<file path="config.mk">
export PLATFORM = sky130hd
export DESIGN_NAME = tdm_wavetable_reader
export DESIGN_NICKNAME = d
export VERILOG_FILES = /design/src/rtl/tdm_wavetable_reader_pkg.sv /design/src/rtl/wt_rom.sv /design/src/rtl/tdm_wavetable_reader.sv
export SDC_FILE = /design/constraint.sdc
export NUM_CORES = 1
export LEC_CHECK = 0
export BUFFER_PORTS_ARGS = -buffer_cell sky130_fd_sc_hd__buf_2
export CORE_ASPECT_RATIO = 0.5
export CORE_MARGIN = 3
export CORE_UTILIZATION = 45
export CTS_CLUSTER_SIZE = 30
export DETAILED_ROUTE_END_ITERATION = 12
export GPL_TIMING_DRIVEN = 1
export PLACE_DENSITY = 0.76
export SKIP_CTS_REPAIR_TIMING = 1
export SLEW_MARGIN = 25
export SYNTH_ARGS = -nofsm -noshare
export SYNTH_HDL_FRONTEND = slang
export SYNTH_SLANG_ARGS = --single-unit
</file>
<file path="constraint.sdc">
create_clock -name sys_clk -period 1.95 [get_ports sys_clk]
set_clock_uncertainty 0.2 [all_clocks]
set_input_delay 0.0975 -clock sys_clk [delete_from_list [all_inputs] [get_ports sys_clk]]
set_output_delay 0.0975 -clock sys_clk [all_outputs]
set_load 0.01 [all_outputs]
</file>
<file path="src/rtl/tdm_wavetable_reader_pkg.sv">
`default_nettype none
// ============================================================================
// Module      : tdm_wavetable_reader_pkg
// Description : Shared definitions for the TDM wavetable reader: wave index
//               constants, FSM state encoding and the table-entry helper.
// Revision    : 1.0  initial release
// ============================================================================
package tdm_wavetable_reader_pkg;

    // Wave index constants
    localparam int WAVE_SIN = 0;
    localparam int WAVE_TRI = 1;
    localparam int WAVE_SQR = 2;
    localparam int WAVE_SAW = 3;

    // Width of the table tag held in the top bits of every table entry
    localparam int TAG_BITS = 4;

    // FSM state encoding (ISSUE2/INTERP are only visited in the interpolating build)
    typedef enum logic [2:0] {
        ST_IDLE    = 3'd0,
        ST_ISSUE   = 3'd1,
        ST_ISSUE2  = 3'd2,
        ST_CAPTURE = 3'd3,
        ST_INTERP  = 3'd4,
        ST_PRESENT = 3'd5
    } state_t;

    // Table entry: table index in the top TAG_BITS, address in the low bits
    function automatic logic [31:0] wt_entry(input int wave_id, input int addr, input int d_w);
        return 32'((wave_id << (d_w - TAG_BITS)) | addr);
    endfunction

endpackage
`default_nettype wire

</file>
<file path="src/rtl/wt_rom.sv">
`default_nettype none
// ============================================================================
// Module      : wt_rom
// Description : Synchronous-read, clock-enabled wavetable ROM. Each entry
//               carries its table index in the top nibble and its address
//               in the low bits, so every read is self-identifying.
// Revision    : 1.0  initial release
// ============================================================================
module wt_rom
    import tdm_wavetable_reader_pkg::*;
#(
    parameter int D_W       = 16,
    parameter int ADDR_BITS = 8,
    parameter int WAVE_ID   = 0
) (
    input  logic                 sys_clk,
    input  logic                 en,
    input  logic [ADDR_BITS-1:0] addr,
    output logic [D_W-1:0]       q
);

    logic [D_W-1:0] r_q;

    // One-cycle registered read; output holds when not enabled
    always_ff @(posedge sys_clk) begin
        if (en) begin
            r_q <= D_W'(wt_entry(WAVE_ID, int'(addr), D_W));
        end
    end

    assign q = r_q;

endmodule
`default_nettype wire

</file>
<file path="src/rtl/tdm_wavetable_reader.sv">
`default_nettype none
// ============================================================================
// Module      : tdm_wavetable_reader
// Description : Time-division-multiplexed wavetable reader. Snapshots every
//               voice's phase and wave select on frame_start, then visits the
//               voices in order and streams one sample per voice out on a
//               valid/ready interface.
//               Build option TDM_WT_INTERP_EN: linear interpolation between
//               adjacent table entries (5 cycles per voice instead of 3).
// Revision    : 1.0  initial release
// ============================================================================
module tdm_wavetable_reader
    import tdm_wavetable_reader_pkg::*;
#(
    parameter int D_W        = 16,
    parameter int VOICES     = 8,
    parameter int VOICE_BITS = 3,
    parameter int WAVES      = 4,
    parameter int WAVE_BITS  = 2,
    parameter int ADDR_BITS  = 8,
    parameter int PHASE_W    = 16
) (
    input  logic                          sys_clk,
    input  logic                          sys_rst_n,
    input  logic                          frame_start,
    input  logic [VOICES*PHASE_W-1:0]     voice_phase,
    input  logic [VOICES*WAVE_BITS-1:0]   voice_wave,
    output logic [D_W-1:0]                sample_out,
    output logic [VOICE_BITS-1:0]         sample_voice,
    output logic                          sample_valid,
    input  logic                          sample_ready,
    output logic                          frame_done,
    output logic                          busy
);

    localparam int                    FRAC_W     = PHASE_W - ADDR_BITS;
    localparam logic [VOICE_BITS-1:0] LAST_VOICE = VOICE_BITS'(VOICES - 1);

    state_t                        r_state;
    logic [VOICES*PHASE_W-1:0]     r_phase;
    logic [VOICES*WAVE_BITS-1:0]   r_wave;
    logic [VOICE_BITS-1:0]         r_voice;
    logic [D_W-1:0]                r_sample_out;
    logic [VOICE_BITS-1:0]         r_sample_voice;
    logic                          r_sample_valid;
    logic                          r_frame_done;
    logic                          r_busy;

    logic [PHASE_W-1:0]            w_phase_v;
    logic [WAVE_BITS-1:0]          w_wave_v;
    logic [ADDR_BITS-1:0]          w_addr;
    logic [ADDR_BITS-1:0]          w_rom_addr;
    logic                          w_rom_en;
    logic [D_W-1:0]                w_rom_q [WAVES];
    logic [D_W-1:0]                w_sel;

    // Current voice's snapshot fields
    assign w_phase_v = r_phase[r_voice*PHASE_W +: PHASE_W];
    assign w_wave_v  = r_wave[r_voice*WAVE_BITS +: WAVE_BITS];
    assign w_addr    = w_phase_v[PHASE_W-1 -: ADDR_BITS];

`ifdef TDM_WT_INTERP_EN
    localparam int PW = D_W + FRAC_W + 2;

    logic [D_W-1:0]         r_s0;
    logic [D_W-1:0]         r_s1;
    logic [FRAC_W-1:0]      w_frac;
    logic signed [D_W:0]    w_diff;
    logic signed [PW-1:0]   w_prod;
    logic signed [PW-1:0]   w_sum;
    logic [D_W-1:0]         w_interp;
    logic                   w_unused_interp;

    // Two reads per voice: entry a, then entry a+1 (wrapping at the table end)
    assign w_rom_en   = (r_state == ST_ISSUE) || (r_state == ST_ISSUE2);
    assign w_rom_addr = (r_state == ST_ISSUE2) ? (w_addr + ADDR_BITS'(1)) : w_addr;

    // s0 + ((s1 - s0) * frac) >>> FRAC_W, keeping the low D_W bits
    assign w_frac          = w_phase_v[FRAC_W-1:0];
    assign w_diff          = $signed({r_s1[D_W-1], r_s1}) - $signed({r_s0[D_W-1], r_s0});
    assign w_prod          = PW'(w_diff) * $signed(PW'({1'b0, w_frac}));
    assign w_sum           = PW'($signed(r_s0)) + (w_prod >>> FRAC_W);
    assign w_interp        = w_sum[D_W-1:0];
    assign w_unused_interp = ^w_sum[PW-1:D_W];
`else
    logic w_unused_frac;

    // Nearest-sample: a single read per voice; the fraction is discarded
    assign w_rom_en      = (r_state == ST_ISSUE);
    assign w_rom_addr    = w_addr;
    assign w_unused_frac = ^w_phase_v[FRAC_W-1:0];
`endif

    // One ROM per wave; all share the address and read enable
    for (genvar g = 0; g < WAVES; g++) begin : g_rom
        wt_rom #(
            .D_W       (D_W),
            .ADDR_BITS (ADDR_BITS),
            .WAVE_ID   (g)
        ) u_rom (
            .sys_clk (sys_clk),
            .en      (w_rom_en),
            .addr    (w_rom_addr),
            .q       (w_rom_q[g])
        );
    end

    // Select the voice's table; an out-of-range wave select yields zero
    always_comb begin
        w_sel = '0;
        for (int w = 0; w < WAVES; w++) begin
            if (w_wave_v == WAVE_BITS'(w)) begin
                w_sel = w_rom_q[w];
            end
        end
    end

    // Frame sequencer with registered stream outputs
    always_ff @(posedge sys_clk or negedge sys_rst_n) begin
        if (!sys_rst_n) begin
            r_state        <= ST_IDLE;
            r_phase        <= '0;
            r_wave         <= '0;
            r_voice        <= '0;
            r_sample_out   <= '0;
            r_sample_voice <= '0;
            r_sample_valid <= 1'b0;
            r_frame_done   <= 1'b0;
            r_busy         <= 1'b0;
`ifdef TDM_WT_INTERP_EN
            r_s0           <= '0;
            r_s1           <= '0;
`endif
        end else begin
            r_frame_done <= 1'b0;
            case (r_state)
                ST_IDLE: begin
                    if (frame_start) begin
                        r_phase <= voice_phase;
                        r_wave  <= voice_wave;
                        r_voice <= '0;
                        r_busy  <= 1'b1;
                        r_state <= ST_ISSUE;
                    end
                end
                ST_ISSUE: begin
`ifdef TDM_WT_INTERP_EN
                    r_state <= ST_ISSUE2;
`else
                    r_state <= ST_CAPTURE;
`endif
                end
`ifdef TDM_WT_INTERP_EN
                ST_ISSUE2: begin
                    r_s0    <= w_sel;
                    r_state <= ST_CAPTURE;
                end
                ST_CAPTURE: begin
                    r_s1    <= w_sel;
                    r_state <= ST_INTERP;
                end
                ST_INTERP: begin
                    r_sample_out   <= w_interp;
                    r_sample_voice <= r_voice;
                    r_sample_valid <= 1'b1;
                    r_state        <= ST_PRESENT;
                end
`else
                ST_CAPTURE: begin
                    r_sample_out   <= w_sel;
                    r_sample_voice <= r_voice;
                    r_sample_valid <= 1'b1;
                    r_state        <= ST_PRESENT;
                end
`endif
                ST_PRESENT: begin
                    if (sample_ready) begin
                        r_sample_valid <= 1'b0;
                        if (r_voice == LAST_VOICE) begin
                            r_frame_done <= 1'b1;
                            r_busy       <= 1'b0;
                            r_state      <= ST_IDLE;
                        end else begin
                            r_voice <= r_voice + VOICE_BITS'(1);
                            r_state <= ST_ISSUE;
                        end
                    end
                end
                default: begin
                    r_state <= ST_IDLE;
                end
            endcase
        end
    end

    assign sample_out   = r_sample_out;
    assign sample_voice = r_sample_voice;
    assign sample_valid = r_sample_valid;
    assign frame_done   = r_frame_done;
    assign busy         = r_busy;

endmodule
`default_nettype wire

</file>
==> results.md, run 1 <==
Global routing:
- The wire length of the first global-routing pass is 15.0 mm.
- Entering global routing, the biggest net connects 44 pins.
- For this run, the total global-route usage over all layers was measured as 15.9%.
- The via count of the first global-routing pass is 2,966.
- The number of antenna violations at the first check in global routing came to 0.
- The final global-route overflow total is 0.

Placement:
- The congestion estimate from routability-driven global placement came to 0.736.
- The placed cell area is 0.00552 sq mm.
- Prior to clock tree synthesis, the placed netlist has a worst setup slack of 0.0286 ns.
- The final HPWL from detailed placement is 6.71 mm.
- The count of input and output buffers is 99.

Synthesis:
- Averaged over all synthesized cells, the footprint is 16.5 sq um.
- After synthesis the cells add up to 0.00482 sq mm.
- The leading area contributor after synthesis is dfrtp_1.
- Counting distinct cell types in the post-synthesis netlist gives 32.
- Of the synthesized area, sequential elements account for 57.9%.
- Synthesis handed over a netlist of 293 instances.
- The number of warnings issued by yosys is 0.
- Sorting the synthesized cells by area gives the leading types as dfrtp_1 (53%), mux2_2 (22%), mux4_2 (8.4%), edfxtp_1 (5.0%), buf_6 (2.1%).
- The number of flip-flops and latches in the synthesized netlist is 110.
- After synthesis, the largest area contributor takes up 52.9% of total cell area.

Timing:
- The top achievable clock speed is 0.520 GHz.
- The portion of the clock cycle consumed by the worst path in the final layout is 98.6%.
- Hold timing on the final database bottoms out at a slack of 0.0871 ns.
- The tightest slew margin relative to the limit is 63.5%.
- The transition time at the pin with the least slew margin is 0.548 ns.
- The worst path needs 1.92 ns of the cycle, external delays included.
- The number of endpoints with negative hold slack in the final report is 0.
- Setup repair after global routing could not meet its margin everywhere.
- The setup violation total in the final timing report is 0.
- The count of final max-slew check failures is 0.
- The final worst setup slack is 0.0280 ns.

Floorplanning:
- The number of top-level pins is 170.
- The starting utilization of the core area is 46.8%.
- The horizontal die dimension is 152 um.
- After floorplanning, the core was divided into 26 placement rows.
- The area of the core region is 0.0103 sq mm.
- The area of the die is 0.0121 sq mm.
- In this run the vertical extent of the chip is 79.2 um.

Hold path:
- The type of the most critical hold path is input port to asynchronous set/reset pin.

Routing:
- The count of nets left with antenna violations once routing finished came out at 0.
- In the routed layout, each cell is associated on average with a via count of 5.04.
- The total iterations of the first detailed-routing run is 4.
- After the first detailed-routing iteration, the DRC count stood at 124.
- The post-detailed-routing wire length is 10.5 mm.
- After detailed routing, the number of remaining DRC violations is 0.
- The per-cell routed wire length is 16.7 um.
- The vias after detailed routing is 3,182.

Cells and area:
- The top cell types in the final layout, fill and taps aside, are dfrtp_1 (102), buf_2 (98), mux2_2 (93).
- Of the cells placed in the final design, the portion with a size suffix greater than 1 is 49.7%.
- The final layout contains 636 nets.
- The commonest non-fill, non-tap cell in the layout is dfrtp_1.
- Relative to the synthesized area, the layout overhead comes to 38.3%.
- The layout has 743 filler cells.
- The finished cells cover 0.00667 sq mm.
- 0 antenna diodes ended up in the layout.

Power:
- The total power density per cell area is 1470 mW/mm^2.
- The leakage dissipation is 0.00298 uW.
- The sequential cell fraction of total power is 42.1%.
- The largest vdd supply drop is 592 uV.
- The power spent charging and discharging nets is 2840 uW.
- The share of total power in combinational logic is 37.7%.
- The clock network burns 20.1% of the power.
- The post-route total power is 9810 uW.
- Of the total power, the share spent switching nets is 29.0%.
- The cell-internal power is 6970 uW.

Critical path:
- The setup path with the least slack is of type register to register.
- The endpoint class of the critical path is a register.
- The worst endpoint data arrival time is 1.95 ns.
- Along the worst path, the maximum fanout reaches 43.
- For the worst flop-to-flop path, the logic depth is 4.
- Data on the critical path is required at its endpoint by 1.97 ns.
- The category of the worst setup path launch point is a register.

Clocking:
- The clock sink total is 110.
- The clock root buffer master is clkbuf_16.
- The count of H-tree levels built during CTS is 3.
- The clock passes through at most 2 buffers.
- The clock tree from TritonCTS is yes.
- The clock-pin slew on the worst setup and hold paths is 0.07 ns.
- The clock reaches the later pin of the worst-skew pair after 0.34 ns.
- The number of buffers added by the clock tree synthesis step is 9.

Outcome:
- The flow ran to the end, and the final reports show no timing, DRC or antenna violations.

Flow run:
- The count of maximum capacitance violations is 0.
sequential cells by signal, summed over array words and instances (netlist names), 3 cells and up:
signal	cells
sample_voice	3
g_rom.u_rom.q	8
r_wave	16
sample_out	10
r_phase	64
r_voice	3
r_state	3
synth_stat cells:
library cell and number:
nor3_1 2, buf_4 7, mux2_1 7, conb_1 1, clkbuf_8 1, buf_1 1
nand2_1 5, clkbuf_1 1, nand3_1 1, nor2_8 1, a211o_1 1, buf_6 9
inv_1 3, a21oi_1 3, a21o_1 2, nand3b_1 1, mux2i_1 8, dfrtp_1 102
mux4_2 18, nor2_1 1, mux2_2 93, buf_2 4, nor4_1 2, o21ai_0 2
edfxtp_1 8, o22ai_1 1, a22oi_1 1, a22o_1 2, nand4b_1 1, or3b_4 1
ha_1 2, or3_1 1
final timing paths:
check	startpoint	to	slack (ns)
max	r_state[0]$_DFFE_PN0P_	r_phase[92]$_DFFE_PN0P_	0.03
min	sys_rst_n	r_phase[14]$_DFFE_PN0P_	0.09
max reg2reg	r_state[0]$_DFFE_PN0P_	r_phase[92]$_DFFE_PN0P_	0.03
min reg2reg	g_rom[3].u_rom.q[6]$_DFFE_PN_	sample_out[6]$_DFFE_PN0P_	0.27
max in group asynchronous	sys_rst_n	r_phase[28]$_DFFE_PN0P_	0.86
min in group sys_clk	g_rom[3].u_rom.q[6]$_DFFE_PN_	sample_out[6]$_DFFE_PN0P_	0.27
power groups by stage:
| stage | clock network [uW] | logic [uW] | registers [uW] |
|---|---|---|---|
| after floorplan | 0 | 2640 | 4030 |
| after global placement | 0 | 3490 | 4090 |
| after detailed placement | 0 | 3590 | 4160 |
| after CTS | 2030 | 3600 | 4120 |
| after global routing | 2110 | 4020 | 4270 |
| final | 1980 | 3700 | 4130 |
stage by stage:
step | TNS (ns) | instances | utilization (%)
after floorplan | 0 | 298 | -
after global placement | 0 | 532 | 53.5
after CTS | 0 | 548 | 56.6
after detailed placement | 0 | 532 | 53.5
final | 0 | 631 | 64.7
after global routing | -0.683 | 631 | 64.7
cells by family (layout without fill, tap and decap cells):
group | count (synthesis) | in the layout | synth area share [%]
AOI/OAI and AO/OA | 12 | 12 | 1.66
and+or+nand+nor | 16 | 16 | 2.15
muxes | 126 | 126 | 33.4
other | 1 | 6 | 0.0777
adders and majority gates | 2 | 2 | 0.519
buffers and inverters | 26 | 219 | 4.28
DFF | 110 | 110 | 57.9
routing by layer:
layer	vias to the layer above	wire length, um	GRT usage [%]
met4	0	178	3.73
li1	1456	-	-
met3	19	521	3.97
met5	-	0	0
met1	1622	4310	20.1
met2	85	5530	27.9
critical path, stage by stage, from the launching register on:
cell	delay (ns)
dfrtp_1	0.38
or3b_4	0.45
nor2_8	0.13
buf_12	0.25
mux2_2	0.38
final cells by class:
cell class | instances | area (sq um) | area share (%)
Clock buffer | 12 | 246 | 3.69
Clock inverter | 4 | 77.6 | 1.16
Inverter | 3 | 11.3 | 0.169
Multi-Input combinational cell | 162 | 1840 | 27.6
Sequential cell | 110 | 2790 | 41.9
Tap cell | 140 | 175 | 2.63
Timing Repair Buffer | 200 | 1530 | 22.9
Power figures use the tool's default switching activity.
==> inputs of run 2 (changes only) <==
==> constraint.sdc (replaced) <==
create_clock -name sys_clk -period 1.95 [get_ports sys_clk]
set_clock_uncertainty 0.2 [all_clocks]
set_input_delay 0.39 -clock sys_clk [delete_from_list [all_inputs] [get_ports sys_clk]]
set_output_delay 0.39 -clock sys_clk [all_outputs]
set_load 0.01 [all_outputs]
==> results.md, run 2 (same netlist as run 1, synthesis figures left out) <==
Global routing:
- The overall track demand over capacity in global routing was 16.1% (was 15.9%).
- The final global-route overflow total is 0 (unchanged).
- The number of antenna violations at the first check in global routing is 0 (unchanged).
- The maximum number of pins on one net before global-route repair is 42 (was 44).
- The wire length of the first global-routing pass is 15.3 mm (was 15.0 mm).
- The via count of the first global-routing pass is 3,039 (was 2,966).

Cells and area:
- The commonest non-fill, non-tap cell in the layout was dfrtp_1 (unchanged).
- The share of post-route cells with drive strength above 1 came to 60.4% (was 49.7%).
- The design area came to 0.00588 sq mm (was 0.00667 sq mm).
- The layout-stage area growth over the synthesis result came to 21.8% (was 38.3%).
- Top library cells by usage in the layout, fill and taps aside: dfrtp_1 (101), buf_2 (98), mux2_2 (93) (was dfrtp_1 (102), buf_2 (98), mux2_2 (93)).
- The register with the most flip-flops is r_phase (unchanged).
- The net total in the final layout came to 554 (was 636).
- The antenna diode count is 0 (unchanged).
- The number of flip-flops under the largest register name is 64 (unchanged).

Critical path:
- The worst reg-to-reg path cell count came to 4 (unchanged).
- The cell with the largest stage delay on the worst path was or3b_4 (unchanged).
- The launch instance of the worst register-to-register path is r_state[0]$_DFFE_PN0P_ (unchanged).
- The family of cells with the greatest summed delay on the critical path was simple AND/OR/NAND/NOR gates (unchanged).
- The worst setup path category is register to register (unchanged).
- The highest cell delay on the worst timing path is 0.44 ns (was 0.45 ns).
- Sequence of cells on the critical path: or3b_4 > nor2_8 > buf_12 > mux2_2 (unchanged).
- The worst endpoint data arrival time is 1.93 ns (was 1.95 ns).
- The category of the worst setup path launch point is a register (unchanged).
- The maximum fanout along the worst path is 41 (was 43).
- The end of the worst register-to-register path is r_phase[120]$_DFFE_PN0P_ (was r_phase[92]$_DFFE_PN0P_).
- The data required time of the worst path is 1.98 ns (was 1.97 ns).
- The endpoint class of the critical path is a register (unchanged).
- The register-to-register setup slack was 0.05 ns (was 0.03 ns).
- The combined buffer and inverter count along the critical path came to 1 (unchanged).

Routing:
- The per-cell routed wire length is 16.6 um (was 16.7 um).
- The post-route DRC violation count is 0 (unchanged).
- The vias after detailed routing is 2,799 (was 3,182).
- The remaining number of nets flagged by the antenna check after routing is 0 (unchanged).
- The post-detailed-routing wire length was 9.09 mm (was 10.5 mm).
- The first-iteration detailed-routing DRC count is 125 (was 124).
- The average vias per placed instance was 5.10 (was 5.04).
- The total iterations of the first detailed-routing run is 4 (unchanged).

Placement:
- The placed cell area was 0.00553 sq mm (was 0.00552 sq mm).
- The count of input and output buffers is 99 (unchanged).
- The placer congestion estimate is 0.726 (was 0.736).
- The worst slack after detailed placement came to -0.0501 ns (was 0.0286 ns).
- The final HPWL from detailed placement came to 6.59 mm (was 6.71 mm).

Timing:
- The final worst setup slack came to 0.0484 ns (was 0.0280 ns).
- The total negative slack for setup checks was 0 ns (unchanged).
- The top achievable clock speed came to 0.526 GHz (was 0.520 GHz).
- The setup violation total in the final timing report is 0 (unchanged).
- The shortest period the worst path allows is 1.90 ns (was 1.92 ns).
- Unrepaired setup endpoints after global routing: yes (unchanged).
- The number of endpoints with negative hold slack in the final report is 0 (unchanged).
- The portion of the clock cycle consumed by the worst path in the final layout is 97.5% (was 98.6%).
- The count of final max-slew check failures is 0 (unchanged).
- The tightest hold margin was 0.0637 ns (was 0.0871 ns).

Hold path:
- Along the worst hold path, the cell count comes to 2.
- The destination of the worst hold path is r_phase[8]$_DFFE_PN0P_.
- The worst min-delay path startpoint is voice_phase[8].
- The type of the most critical hold path was input port to register (was input port to asynchronous set/reset pin).

Clocking:
- The maximum count of clock buffers along a single path is 2 (unchanged).
- The clock root buffer master is clkbuf_16 (unchanged).
- The clock sink total came to 110 (unchanged).
- The number of buffers added by the clock tree synthesis step is 9 (unchanged).
- The clock-pin slew on the worst setup and hold paths came to 0.07 ns (about the same).
- The clock tree from TritonCTS was yes (unchanged).
- The clock latency reported for the late side of the worst-skew pair is 0.34 ns (about the same).
- The count of H-tree levels built during CTS is 3 (unchanged).

Floorplanning:
- The chip height is 79.2 um (unchanged).
- The area of the core region was 0.0103 sq mm (unchanged).
- The starting utilization of the core area was 46.8% (unchanged).
- The horizontal die dimension is 152 um (unchanged).
- The count of standard-cell rows is 26 (unchanged).
- The area of the die came to 0.0121 sq mm (unchanged).
- The number of top-level pins is 170 (unchanged).

Power:
- The leakage dissipation came to 0.00265 uW (was 0.00298 uW).
- The largest vdd supply drop is 654 uV (was 592 uV).
- The total power density per cell area is 1640 mW/mm^2 (was 1470 mW/mm^2).

Flow run:
- The count of maximum capacitance violations is 0 (unchanged).

Outcome:
- Outcome: completed (unchanged).
==> run 2: cell types whose count changed in the layout (fill, tap and decap cells not counted), sizes merged <==
cell and delta:
dlygate4sd3 -82, inv +2, bufinv -1, clkinv -1
==> run 2: final cells by class <==
| cell class | count | area, sq um |
|---|---|---|
| Fill cell | 825 | 4440 |
| Sequential cell | 110 | 2790 |
| Multi-Input combinational cell | 162 | 1840 |
| Timing Repair Buffer | 118 | 718 |
| Clock buffer | 12 | 278 |
| Tap cell | 140 | 175 |
| Clock inverter | 4 | 56.3 |
| Inverter | 3 | 11.3 |
==> run 2: worst max-delay path by stage <==
stage,start,to,slack [ns],cells after the start
after floorplan,r_state[2]$_DFFE_PN0P_,r_phase[105]$_DFFE_PN0P_,0.05,5
after global placement,frame_start,r_phase[106]$_DFFE_PN0P_,-0.03,5
after detailed placement,frame_start,r_phase[120]$_DFFE_PN0P_,-0.05,5
after CTS,r_state[0]$_DFFE_PN0P_,r_phase[120]$_DFFE_PN0P_,0.03,4
after global routing,r_state[0]$_DFFE_PN0P_,r_phase[74]$_DFFE_PN0P_,-0.005,4
final,r_state[0]$_DFFE_PN0P_,r_phase[120]$_DFFE_PN0P_,0.05,4
==> run 2: through the flow <==
stage               std cells  total power, uW  util [%]
floorplan                 298             6660         -
global placement          532             7580      53.6
detailed placement        532             7750      53.6
CTS                       548             9780      56.9
global route              549            10300      57.0
finish                    549             9640      57.0
==> run 2: power by group <==
| part | switching (uW) | leakage, uW | internal (uW) |
|---|---|---|---|
| clock network | 825 | 0.000165 | 1160 |
| logic | 1370 | 0.00117 | 2170 |
| registers | 582 | 0.00132 | 3530 |
==> run 2: layer usage <==
metal | track usage (%) | routed length (um) | part of all wire, % | up-vias
li1 | - | - | - | 1288
met1 | 20.6 | 3980 | 44 | 1451
met2 | 27.7 | 4660 | 51 | 50
met3 | 4.19 | 339 | 3.7 | 10
met4 | 4.27 | 117 | 1.3 | 0
met5 | 0 | 0 | 0 | -
==> inputs of run 3 (changes only) <==
PLACE_DENSITY = 0.73   (was 0.76)
SETUP_SLACK_MARGIN = 0.2   (was default)
clock period = 2 ns   (was 1.95 ns; I/O delays follow)
==> results.md, run 3 (same netlist as run 1, synthesis figures left out) <==
Timing:
- Unrepaired setup endpoints after global routing: yes (unchanged).
- The final worst setup slack was 0.0814 ns (was 0.0484 ns).
- The tightest hold margin is 0.0821 ns (was 0.0637 ns).
- The total negative slack for setup checks is 0 ns (unchanged).
- The count of final max-slew check failures is 0 (unchanged).
- The shortest period the worst path allows is 1.92 ns (was 1.90 ns).
- The setup violation total in the final timing report was 0 (unchanged).
- The portion of the clock cycle consumed by the worst path in the final layout is 95.9% (was 97.5%).
- The number of endpoints with negative hold slack in the final report came to 0 (unchanged).
- The top achievable clock speed came to 0.521 GHz (was 0.526 GHz).

Floorplanning:
- The count of standard-cell rows was 26 (unchanged).
- The starting utilization of the core area came to 46.8% (unchanged).
- The area of the die came to 0.0121 sq mm (unchanged).
- The number of top-level pins was 170 (unchanged).
- The horizontal die dimension is 152 um (unchanged).
- The chip height was 79.2 um (unchanged).
- The area of the core region is 0.0103 sq mm (unchanged).

Clocking:
- The maximum count of clock buffers along a single path was 2 (unchanged).
- The clock latency reported for the late side of the worst-skew pair is 0.34 ns (about the same).
- The count of H-tree levels built during CTS is 3 (unchanged).
- The clock sink total is 110 (unchanged).
- The clock root buffer master is clkbuf_16 (unchanged).
- The clock tree from TritonCTS is yes (unchanged).
- The clock-pin slew on the worst setup and hold paths is 0.07 ns (about the same).
- The number of buffers added by the clock tree synthesis step is 9 (unchanged).

Power:
- The total power density per cell area is 1600 mW/mm^2 (was 1640 mW/mm^2).
- The post-route total power is 9710 uW (was 9640 uW).
- The largest vdd supply drop is 567 uV (was 654 uV).
- The leakage dissipation was 0.00276 uW (was 0.00265 uW).

Outcome:
- Outcome: completed (unchanged).

Hold path:
- The type of the most critical hold path was input port to register (unchanged).
- The instance count along the most critical hold path is 2 (unchanged).

Critical path:
- The source of the critical timing path is r_state[0]$_DFFE_PN0P_ (unchanged).
- Sequence of cells on the critical path: or3b_4 > nor2_8 > buf_12 > mux2_2 (unchanged).
- The highest cell delay on the worst timing path was 0.45 ns (was 0.44 ns).
- The cell with the largest stage delay on the worst path is or3b_4 (unchanged).
- The end of the worst register-to-register path is r_phase[74]$_DFFE_PN0P_ (was r_phase[120]$_DFFE_PN0P_).
- The end point of the critical path is r_phase[74]$_DFFE_PN0P_ (was r_phase[120]$_DFFE_PN0P_).
- The combined buffer and inverter count along the critical path came to 1 (unchanged).
- The number of logic stages on the critical path including buffering was 4 (unchanged).
- The register-to-register setup slack came to 0.08 ns (was 0.05 ns).
- The worst reg-to-reg path cell count is 4 (unchanged).
- The worst setup path category is register to register (unchanged).
- The family of cells with the greatest summed delay on the critical path is simple AND/OR/NAND/NOR gates (unchanged).
- The launch instance of the worst register-to-register path is r_state[0]$_DFFE_PN0P_ (unchanged).
- The worst endpoint data arrival time is 1.95 ns (was 1.93 ns).
- The endpoint class of the critical path is a register (unchanged).
- The data required time of the worst path is 2.03 ns (was 1.98 ns).
- The maximum fanout along the worst path was 29 (was 41).
- The category of the worst setup path launch point is a register (unchanged).

Cells and area:
- The share of post-route cells with drive strength above 1 is 62.0% (was 60.4%).
- The register with the most flip-flops is r_phase (unchanged).
- The design area is 0.00606 sq mm (was 0.00588 sq mm).
- The antenna diode count is 0 (unchanged).
- The fill cell total of the finished layout is 789 (was 825).
- Top library cells by usage in the layout, fill and taps aside: dfrtp_1 (100), buf_2 (98), mux2_2 (54) (was dfrtp_1 (101), buf_2 (98), mux2_2 (93)).
- The net total in the final layout is 556 (was 554).
- The commonest non-fill, non-tap cell in the layout is dfrtp_1 (unchanged).
- The layout-stage area growth over the synthesis result came to 25.6% (was 21.8%).
- The number of flip-flops under the largest register name is 64 (unchanged).

Global routing:
- The maximum number of pins on one net before global-route repair is 42 (unchanged).
- The via count of the first global-routing pass was 3,209 (was 3,039).
- The overall track demand over capacity in global routing is 16.5% (was 16.1%).
- The wire length of the first global-routing pass is 15.9 mm (was 15.3 mm).
- The number of antenna violations at the first check in global routing is 0 (unchanged).
- The final global-route overflow total is 0 (unchanged).

Routing:
- The vias after detailed routing is 2,856 (was 2,799).
- The per-cell routed wire length came to 17.7 um (was 16.6 um).
- The average vias per placed instance is 5.18 (was 5.10).
- The post-detailed-routing wire length is 9.74 mm (was 9.09 mm).
- The total iterations of the first detailed-routing run is 4 (unchanged).
- The first-iteration detailed-routing DRC count came to 81 (was 125).
- The post-route DRC violation count came to 0 (unchanged).
- The remaining number of nets flagged by the antenna check after routing is 0 (unchanged).

Placement:
- The placer congestion estimate is 0.790 (was 0.726).
- The final HPWL from detailed placement is 7.17 mm (was 6.59 mm).
- The worst slack after detailed placement is -0.0112 ns (was -0.0501 ns).
- The count of input and output buffers is 99 (unchanged).
- The placed cell area is 0.00571 sq mm (was 0.00553 sq mm).

Flow run:
- The count of maximum capacitance violations is 0 (unchanged).
-- run 3: cell types whose count changed in the layout (fill, tap and decap cells not counted), sizes merged --
cell    delta
clkinv     +3
clkbuf     -3
buf        +2
-- run 3: cell type report --
class	count	area [sq um]	share of cell area, %
inverters	3	11.3	0.186
repair buffers	120	746	12.3
flip-flops and latches	110	2800	46.2
well taps	140	175	2.89
multi-input cells	162	2030	33.6
clock inverters	7	68.8	1.14
clock buffers	9	225	3.72
-- run 3: layer usage --
| layer | global-route usage [%] | wire length [um] | vias to the layer above | share of wire, % |
|---|---|---|---|---|
| met2 | 29.3 | 5070 | 66 | 52 |
| li1 | - | - | 1297 | - |
| met4 | 3.73 | 74 | 0 | 0.76 |
| met3 | 4.03 | 347 | 7 | 3.6 |
| met1 | 20.9 | 4250 | 1486 | 44 |
| met5 | 0 | 0 | - | 0 |
-- run 3: worst min-delay path by stage --
stage	from	slack, ns	to
4_1_cts	sys_rst_n	-0.17	sample_out[4]$_DFFE_PN0P_
5_1_grt	voice_phase[9]	0.07	r_phase[9]$_DFFE_PN0P_
3_3_place_gp	sys_rst_n	0.18	sample_out[6]$_DFFE_PN0P_
6_report	voice_phase[9]	0.08	r_phase[9]$_DFFE_PN0P_
2_1_floorplan	sys_rst_n	-0.1	busy$_DFFE_PN0P_
3_5_place_dp	sys_rst_n	0.19	sample_out[6]$_DFFE_PN0P_
-- run 3: worst reg2reg max path, cell delays in order (launching register included) --
cell     delay, ns
dfrtp_1       0.38
or3b_4        0.45
nor2_8        0.16
buf_12        0.23
mux2_2        0.38
-- run 3: through the flow --
step	cells	util, %
finish	551	58.7
global route	551	58.7
CTS	548	58.2
detailed placement	532	55.3
global placement	532	55.3
floorplan	298	-
-- run 3: where the power goes --
part	switching, uW	leakage [uW]	total, uW	internal [uW]
Combinational	1420	0.00130	3890	2480
Clock	786	0.000146	1760	974
Sequential	614	0.00131	4060	3440
